===== config.mk =====
export PLATFORM = sky130hd
export DESIGN_NAME = instr_wb_master_flat
export DESIGN_NICKNAME = d
export VERILOG_FILES = /design/src/rtl/instr_wb_master_if.sv /design/src/rtl/instr_wb_master.sv /design/src/flat_wrapper.sv
export SDC_FILE = /design/constraint.sdc
export NUM_CORES = 1
export LEC_CHECK = 0
export ABC_AREA = 1
export CORE_UTILIZATION = 42
export DETAILED_ROUTE_END_ITERATION = 8
export PLACE_DENSITY = 0.81
export SETUP_SLACK_MARGIN = 0.1
export SLEW_MARGIN = 20
export SYNTH_ARGS = -nofsm -noshare
export SYNTH_HDL_FRONTEND = slang
export SYNTH_SLANG_ARGS = --single-unit
export TNS_END_PERCENT = 5

===== constraint.sdc =====
create_clock -name clk_i -period 2 [get_ports clk_i]
set_input_delay 0.2 -clock clk_i [delete_from_list [all_inputs] [get_ports clk_i]]
set_output_delay 0.2 -clock clk_i [all_outputs]
set_load 0.1 [all_outputs]

===== src/rtl/instr_wb_master_if.sv =====
// Pipelined Wishbone B4 bus bundle between the instrumentation master and a slave.
// Signal names keep the master-relative _o/_i suffixes of the port list.
interface instr_wb_master_if;
    logic [31:0] wb_adr_o;
    logic [31:0] wb_dat_o;
    logic [31:0] wb_dat_i;
    logic        wb_we_o;
    logic [3:0]  wb_sel_o;
    logic        wb_stb_o;
    logic        wb_ack_i;
    logic        wb_cyc_o;
    logic        wb_stall_i;

    modport master (
        output wb_adr_o, wb_dat_o, wb_we_o, wb_sel_o, wb_stb_o, wb_cyc_o,
        input  wb_dat_i, wb_ack_i, wb_stall_i
    );

    modport slave (
        input  wb_adr_o, wb_dat_o, wb_we_o, wb_sel_o, wb_stb_o, wb_cyc_o,
        output wb_dat_i, wb_ack_i, wb_stall_i
    );
endinterface


===== src/rtl/instr_wb_master.sv =====
// Single-transfer pipelined Wishbone B4 master driven by an instrumentation request,
// with a per-transfer cycle budget that aborts transfers whose slave never acknowledges.
module instr_wb_master #(
    parameter int TIMEOUT_CYCLES = 16
) (
    input  logic                 clk_i,
    input  logic                 rst_ni,
    instr_wb_master_if.master    bus,
    input  logic                 request_i,
    input  logic [31:0]          req_adr_i,
    input  logic [31:0]          req_dat_i,
    input  logic                 req_we_i,
    input  logic [3:0]           req_sel_i,
    output logic                 busy_o,
    output logic                 done_o,
    output logic                 timeout_o,
    output logic [31:0]          read_data_o
);

    typedef enum logic [1:0] {
        ST_IDLE     = 2'd0,
        ST_REQUEST  = 2'd1,
        ST_WAIT_ACK = 2'd2
    } state_t;

    // Counter value seen on the last edge a transfer may still hold the bus.
    localparam logic [7:0] CNT_LAST = 8'(TIMEOUT_CYCLES - 1);

    state_t      state_r;
    logic [7:0]  cnt_r;
    logic [31:0] adr_r;
    logic [31:0] dat_r;
    logic        we_r;
    logic [3:0]  sel_r;
    logic        stb_r;
    logic        cyc_r;
    logic        busy_r;
    logic        done_r;
    logic        timeout_r;
    logic [31:0] rdata_r;
    logic        ack_s;

    // An ack only counts once the request has been accepted (or is accepted on this same edge).
    assign ack_s = bus.wb_ack_i && ((state_r == ST_WAIT_ACK) || !bus.wb_stall_i);

    assign bus.wb_adr_o = adr_r;
    assign bus.wb_dat_o = dat_r;
    assign bus.wb_we_o  = we_r;
    assign bus.wb_sel_o = sel_r;
    assign bus.wb_stb_o = stb_r;
    assign bus.wb_cyc_o = cyc_r;
    assign busy_o       = busy_r;
    assign done_o       = done_r;
    assign timeout_o    = timeout_r;
    assign read_data_o  = rdata_r;

    // Transfer FSM with all bus and status outputs registered.
    always_ff @(posedge clk_i or negedge rst_ni) begin
        if (!rst_ni) begin
            state_r   <= ST_IDLE;
            cnt_r     <= 8'd0;
            adr_r     <= 32'd0;
            dat_r     <= 32'd0;
            we_r      <= 1'b0;
            sel_r     <= 4'd0;
            stb_r     <= 1'b0;
            cyc_r     <= 1'b0;
            busy_r    <= 1'b0;
            done_r    <= 1'b0;
            timeout_r <= 1'b0;
            rdata_r   <= 32'd0;
        end else begin
            done_r    <= 1'b0;
            timeout_r <= 1'b0;
            case (state_r)
                ST_IDLE: begin
                    if (request_i) begin
                        adr_r   <= req_adr_i;
                        dat_r   <= req_dat_i;
                        we_r    <= req_we_i;
                        sel_r   <= req_sel_i;
                        stb_r   <= 1'b1;
                        cyc_r   <= 1'b1;
                        busy_r  <= 1'b1;
                        cnt_r   <= 8'd0;
                        state_r <= ST_REQUEST;
                    end else begin
                        state_r <= ST_IDLE;
                    end
                end
                ST_REQUEST, ST_WAIT_ACK: begin
                    if (ack_s) begin
                        // Ack beats a timeout that falls on the same edge.
                        stb_r   <= 1'b0;
                        cyc_r   <= 1'b0;
                        busy_r  <= 1'b0;
                        done_r  <= 1'b1;
                        if (!we_r) begin
                            rdata_r <= bus.wb_dat_i;
                        end else begin
                            rdata_r <= rdata_r;
                        end
                        state_r <= ST_IDLE;
                    end else if (cnt_r == CNT_LAST) begin
                        stb_r     <= 1'b0;
                        cyc_r     <= 1'b0;
                        busy_r    <= 1'b0;
                        done_r    <= 1'b1;
                        timeout_r <= 1'b1;
                        state_r   <= ST_IDLE;
                    end else begin
                        cnt_r <= cnt_r + 8'd1;
                        if ((state_r == ST_REQUEST) && !bus.wb_stall_i) begin
                            stb_r   <= 1'b0;
                            state_r <= ST_WAIT_ACK;
                        end else begin
                            state_r <= state_r;
                        end
                    end
                end
                default: begin
                    stb_r   <= 1'b0;
                    cyc_r   <= 1'b0;
                    busy_r  <= 1'b0;
                    cnt_r   <= 8'd0;
                    state_r <= ST_IDLE;
                end
            endcase
        end
    end

endmodule


===== src/flat_wrapper.sv =====
// flat-port wrapper written by rule: the top's interface ports become plain ports
module instr_wb_master_flat 
#(
    parameter int TIMEOUT_CYCLES = 16
)
  (clk_i, rst_ni, request_i, req_adr_i, req_dat_i, req_we_i, req_sel_i, busy_o, done_o, timeout_o, read_data_o, bus_wb_adr_o, bus_wb_dat_o, bus_wb_we_o, bus_wb_sel_o, bus_wb_stb_o, bus_wb_cyc_o, bus_wb_dat_i, bus_wb_ack_i, bus_wb_stall_i);
  instr_wb_master_if bus_i ();
  input  logic clk_i;
  input  logic rst_ni;
  input  logic request_i;
  input  logic [31:0] req_adr_i;
  input  logic [31:0] req_dat_i;
  input  logic req_we_i;
  input  logic [3:0] req_sel_i;
  output logic busy_o;
  output logic done_o;
  output logic timeout_o;
  output logic [31:0] read_data_o;
  output wire logic [$bits(bus_i.wb_adr_o)-1:0] bus_wb_adr_o;
  output wire logic [$bits(bus_i.wb_dat_o)-1:0] bus_wb_dat_o;
  output wire logic [$bits(bus_i.wb_we_o)-1:0] bus_wb_we_o;
  output wire logic [$bits(bus_i.wb_sel_o)-1:0] bus_wb_sel_o;
  output wire logic [$bits(bus_i.wb_stb_o)-1:0] bus_wb_stb_o;
  output wire logic [$bits(bus_i.wb_cyc_o)-1:0] bus_wb_cyc_o;
  input wire logic [$bits(bus_i.wb_dat_i)-1:0] bus_wb_dat_i;
  input wire logic [$bits(bus_i.wb_ack_i)-1:0] bus_wb_ack_i;
  input wire logic [$bits(bus_i.wb_stall_i)-1:0] bus_wb_stall_i;
  assign bus_wb_adr_o = bus_i.wb_adr_o;
  assign bus_wb_dat_o = bus_i.wb_dat_o;
  assign bus_wb_we_o = bus_i.wb_we_o;
  assign bus_wb_sel_o = bus_i.wb_sel_o;
  assign bus_wb_stb_o = bus_i.wb_stb_o;
  assign bus_wb_cyc_o = bus_i.wb_cyc_o;
  assign bus_i.wb_dat_i = bus_wb_dat_i;
  assign bus_i.wb_ack_i = bus_wb_ack_i;
  assign bus_i.wb_stall_i = bus_wb_stall_i;
  instr_wb_master #(.TIMEOUT_CYCLES(TIMEOUT_CYCLES)) u_core (.clk_i(clk_i), .rst_ni(rst_ni), .bus(bus_i), .request_i(request_i), .req_adr_i(req_adr_i), .req_dat_i(req_dat_i), .req_we_i(req_we_i), .req_sel_i(req_sel_i), .busy_o(busy_o), .done_o(done_o), .timeout_o(timeout_o), .read_data_o(read_data_o));
endmodule

==> run_results.csv <==
group,metric,value,unit
outcome,status,"finished clean",
cells_and_area,layout.nets,861,
detailed_routing,wl,12300,µm
sta,setup_viol,0,
synth,ys_types,19,
global_route,grt_use_total,0.213,
die,die_height,107,µm
cells_and_area,drive_above_1_share,0.207,
detailed_routing,vias,4189,
clocking,clk_pin_slew_worst_paths,0.05,ns
global_route,grt_pass1_vias,3897,
worst_setup_path,startpoint_type,"flip-flop",
detailed_routing,detail-route-antenna-nets,0,
die,die_x,107,µm
detailed_routing,drc_errors,0,
die,dieArea,11500,µm²
clocking,clockBufferDepth,2,
clocking,cts_root_buffer,"clkbuf_8",
global_route,grt_overflow_total,0,
synth,ys_seq_area_frac,0.618,
cells_and_area,syn2layout_area_growth,57.2,%
die,rows,38,
worst_setup_path,crit_start,"u_core.state_r[0]",
worst_hold_path,hold_class,"primary input to asynchronous set/reset pin",
clocking,clk_latency,0.52,ns
cells_and_area,n_fill_cell,852,
worst_setup_path,rr_startpoint,"u_core.state_r[0]",
global_route,grt-busiest-layer,"met2",
worst_setup_path,critical_path.most_common_cell,"nand2_1",
detailed_routing,wl_per_cell,13.7,µm
flow_run,drv_cap,0,
worst_setup_path,endpoint_kind,"flip-flop",
global_route,grt_pass1_wl,18600,µm
detailed_routing,vias_per_cell,4.64,
global_route,grt.met2_usage,0.345,
die,ios,212,
global_route,gr-usage-met1,0.257,
synth,synth_area,4650,µm²
synth,netlist_instances,535,
worst_setup_path,crit_chain,"inv_1 > ha_1 > inv_1 > nand2_1 > nand2_1 > inv_2 > nand3_4 > nand2_1 > o21ai_0",
worst_setup_path,max_stage_delay,0.40,ns
detailed_routing,drt_iter0_drc,249,
synth,synth_nets,646,
worst_setup_path,setup.reg_to_reg.worst_slack,0.26,ns
worst_setup_path,path_class,"flip-flop to flip-flop",
clocking,h-tree-depth,4,
sta,max_freq,576,MHz
sta,period_share,0.868,
die,core,10800,µm²
synth,ys_warn_count,0,
sta,rsz0062_at_grt,"false",
place,portBuffers,211,
sta,hold_violations,0,
worst_setup_path,slowest_stage,"dfrtp_1",
place,gp_congestion,0.846,
cells_and_area,layout.cells.most_common,"nand2_1",
clocking,cts_tree,"built",
clocking,numCtsBuffers,17,
cells_and_area,layout_common_cells,"nand2_1 (272), dfrtp_1 (115), buf_4 (108)",
synth,ys_seq_elements,115,
place,dp_hpwl,8370,µm
global_route,globalRouteMet3Util,0.0654,
global_route,grt_max_degree,69,
clocking,cts_sinks,115,
synth,syn_area_per_cell,8.70,µm²
sta,slew_headroom,0.542,
sta,fin_setup_tns,0,ns
detailed_routing,dr.pass1.iters,6,
sta,period_needed,1.74,ns
worst_setup_path,crit_required,2.39,ns
clocking,cts_setup_buffers,0,
sta,worstMarginPinSlew,0.687,ns
worst_setup_path,cp_max_fo,32,
global_route,antenna_found_initial,0,
sta,skew,0.0120,ns
worst_setup_path,cp.arrival,2.12,ns
sta,finalMaxSlewViolations,0,
die,initial_utilization,0.429,
cells_and_area,n_antenna_cell,0,
-- cells by family after synthesis --
kind of cell	count (synthesis)	synth area share
flip-flops	115	0.618
adder cells (fa/ha/maj)	5	0.0134
buffers and inverters	69	0.0613
XOR/XNOR	2	0.00376
AO/OA/AOI/OAI	45	0.0524
AND/OR/NAND/NOR	299	0.251
-- path summary, 6_finish.rpt --
path,to,cells past startpoint
worst max-delay path,u_core.read_data_o[21],9
worst min-delay path,u_core.bus.wb_adr_o[28],3
worst max register to register,u_core.read_data_o[21],9
worst min register to register,u_core.bus.wb_adr_o[25],2
max in group asynchronous,u_core.bus.wb_adr_o[26],3
min in group clk_i,u_core.bus.wb_adr_o[2],3
-- critical path: cells and delay by family (launching register included) --
| family | cells | cell delay (ns) |
|---|---|---|
| AOI/OAI and AO/OA | 1 | 0.09 |
| adders and majority gates | 1 | 0.17 |
| buffers and inverters | 3 | 0.34 |
| DFF | 1 | 0.40 |
| and+or+nand+nor | 4 | 0.61 |
-- metal layers --
layer  part of all wire  routed length [µm]
met1               0.42                5180
met2               0.49                6060
met3              0.060                 737
met4              0.029                 357
met5                  0                   0
-- flip-flops by register name, summed over array words and instances, names as in the netlist --
| register | flops |
|---|---|
| u_core.bus.wb_adr_o | 32 |
| u_core.bus.wb_cyc_o | 1 |
| u_core.bus.wb_dat_o | 32 |
| u_core.bus.wb_sel_o | 4 |
| u_core.bus.wb_stb_o | 1 |
| u_core.bus.wb_we_o | 1 |
| u_core.cnt_r | 8 |
| u_core.done_o | 1 |
| u_core.read_data_o | 32 |
| u_core.state_r | 2 |
| u_core.timeout_o | 1 |
-- what timing repair did --
| action | CTS | global route |
|---|---|---|
| pin swaps | 0 | 2 |
| endpoints found under the setup margin | 22 | 32 |
| hold endpoints to repair | 115 | 0 |
| cloned | 0 | 2 |
| hold buffers | 1 | 0 |
| resized for setup | 0 | 3 |
-- metrics by stage --
step / util / cell area (µm²) / setup WS, ns / cells / hold slack [ns]
CTS: 0.672 / 7290 / 0.00543 / 901 / 0.196
global placement: 0.614 / 6650 / 0.247 / 868 / 0.219
global route: 0.675 / 7320 / 0.103 / 903 / 0.193
detailed placement: 0.614 / 6650 / 0.0273 / 868 / 0.223
floorplan: - / 4650 / 0.281 / 535 / -0.0956
finish: 0.675 / 7320 / 0.264 / 903 / 0.219
-- cell usage after synthesis --
library cell  number  area, µm²
buf_2             12       60.1
buf_4              1       7.51
buf_6              1       11.3
clkbuf_1           9       33.8
dfrtp_1          115       2880
ha_1               5       62.6
inv_1             45        169
inv_2              1       3.75
nand2_1          273       1020
nand3_1            9       45.0
nand3_2            1       10.0
nand3_4            1       17.5
nand4_2            1       12.5
nor2_1            12       45.0
nor2_2             2       12.5
o21ai_0           37        185
o21ai_1            3       15.0
o21ai_2            5       43.8
xor2_1             2       17.5
-- layout make-up --
class	count	area (µm²)	area share
clock buffers	23	477	0.0651
well taps	140	175	0.0239
multi-input cells	353	1520	0.208
flip-flops and latches	115	2880	0.393
repair buffers	217	1940	0.265
inverters	46	173	0.0236
clock inverters	9	150	0.0205
Power is left out: the tool's default activity adds up to more than one toggle a clock period on the data nets, which glitch-free logic cannot reach.
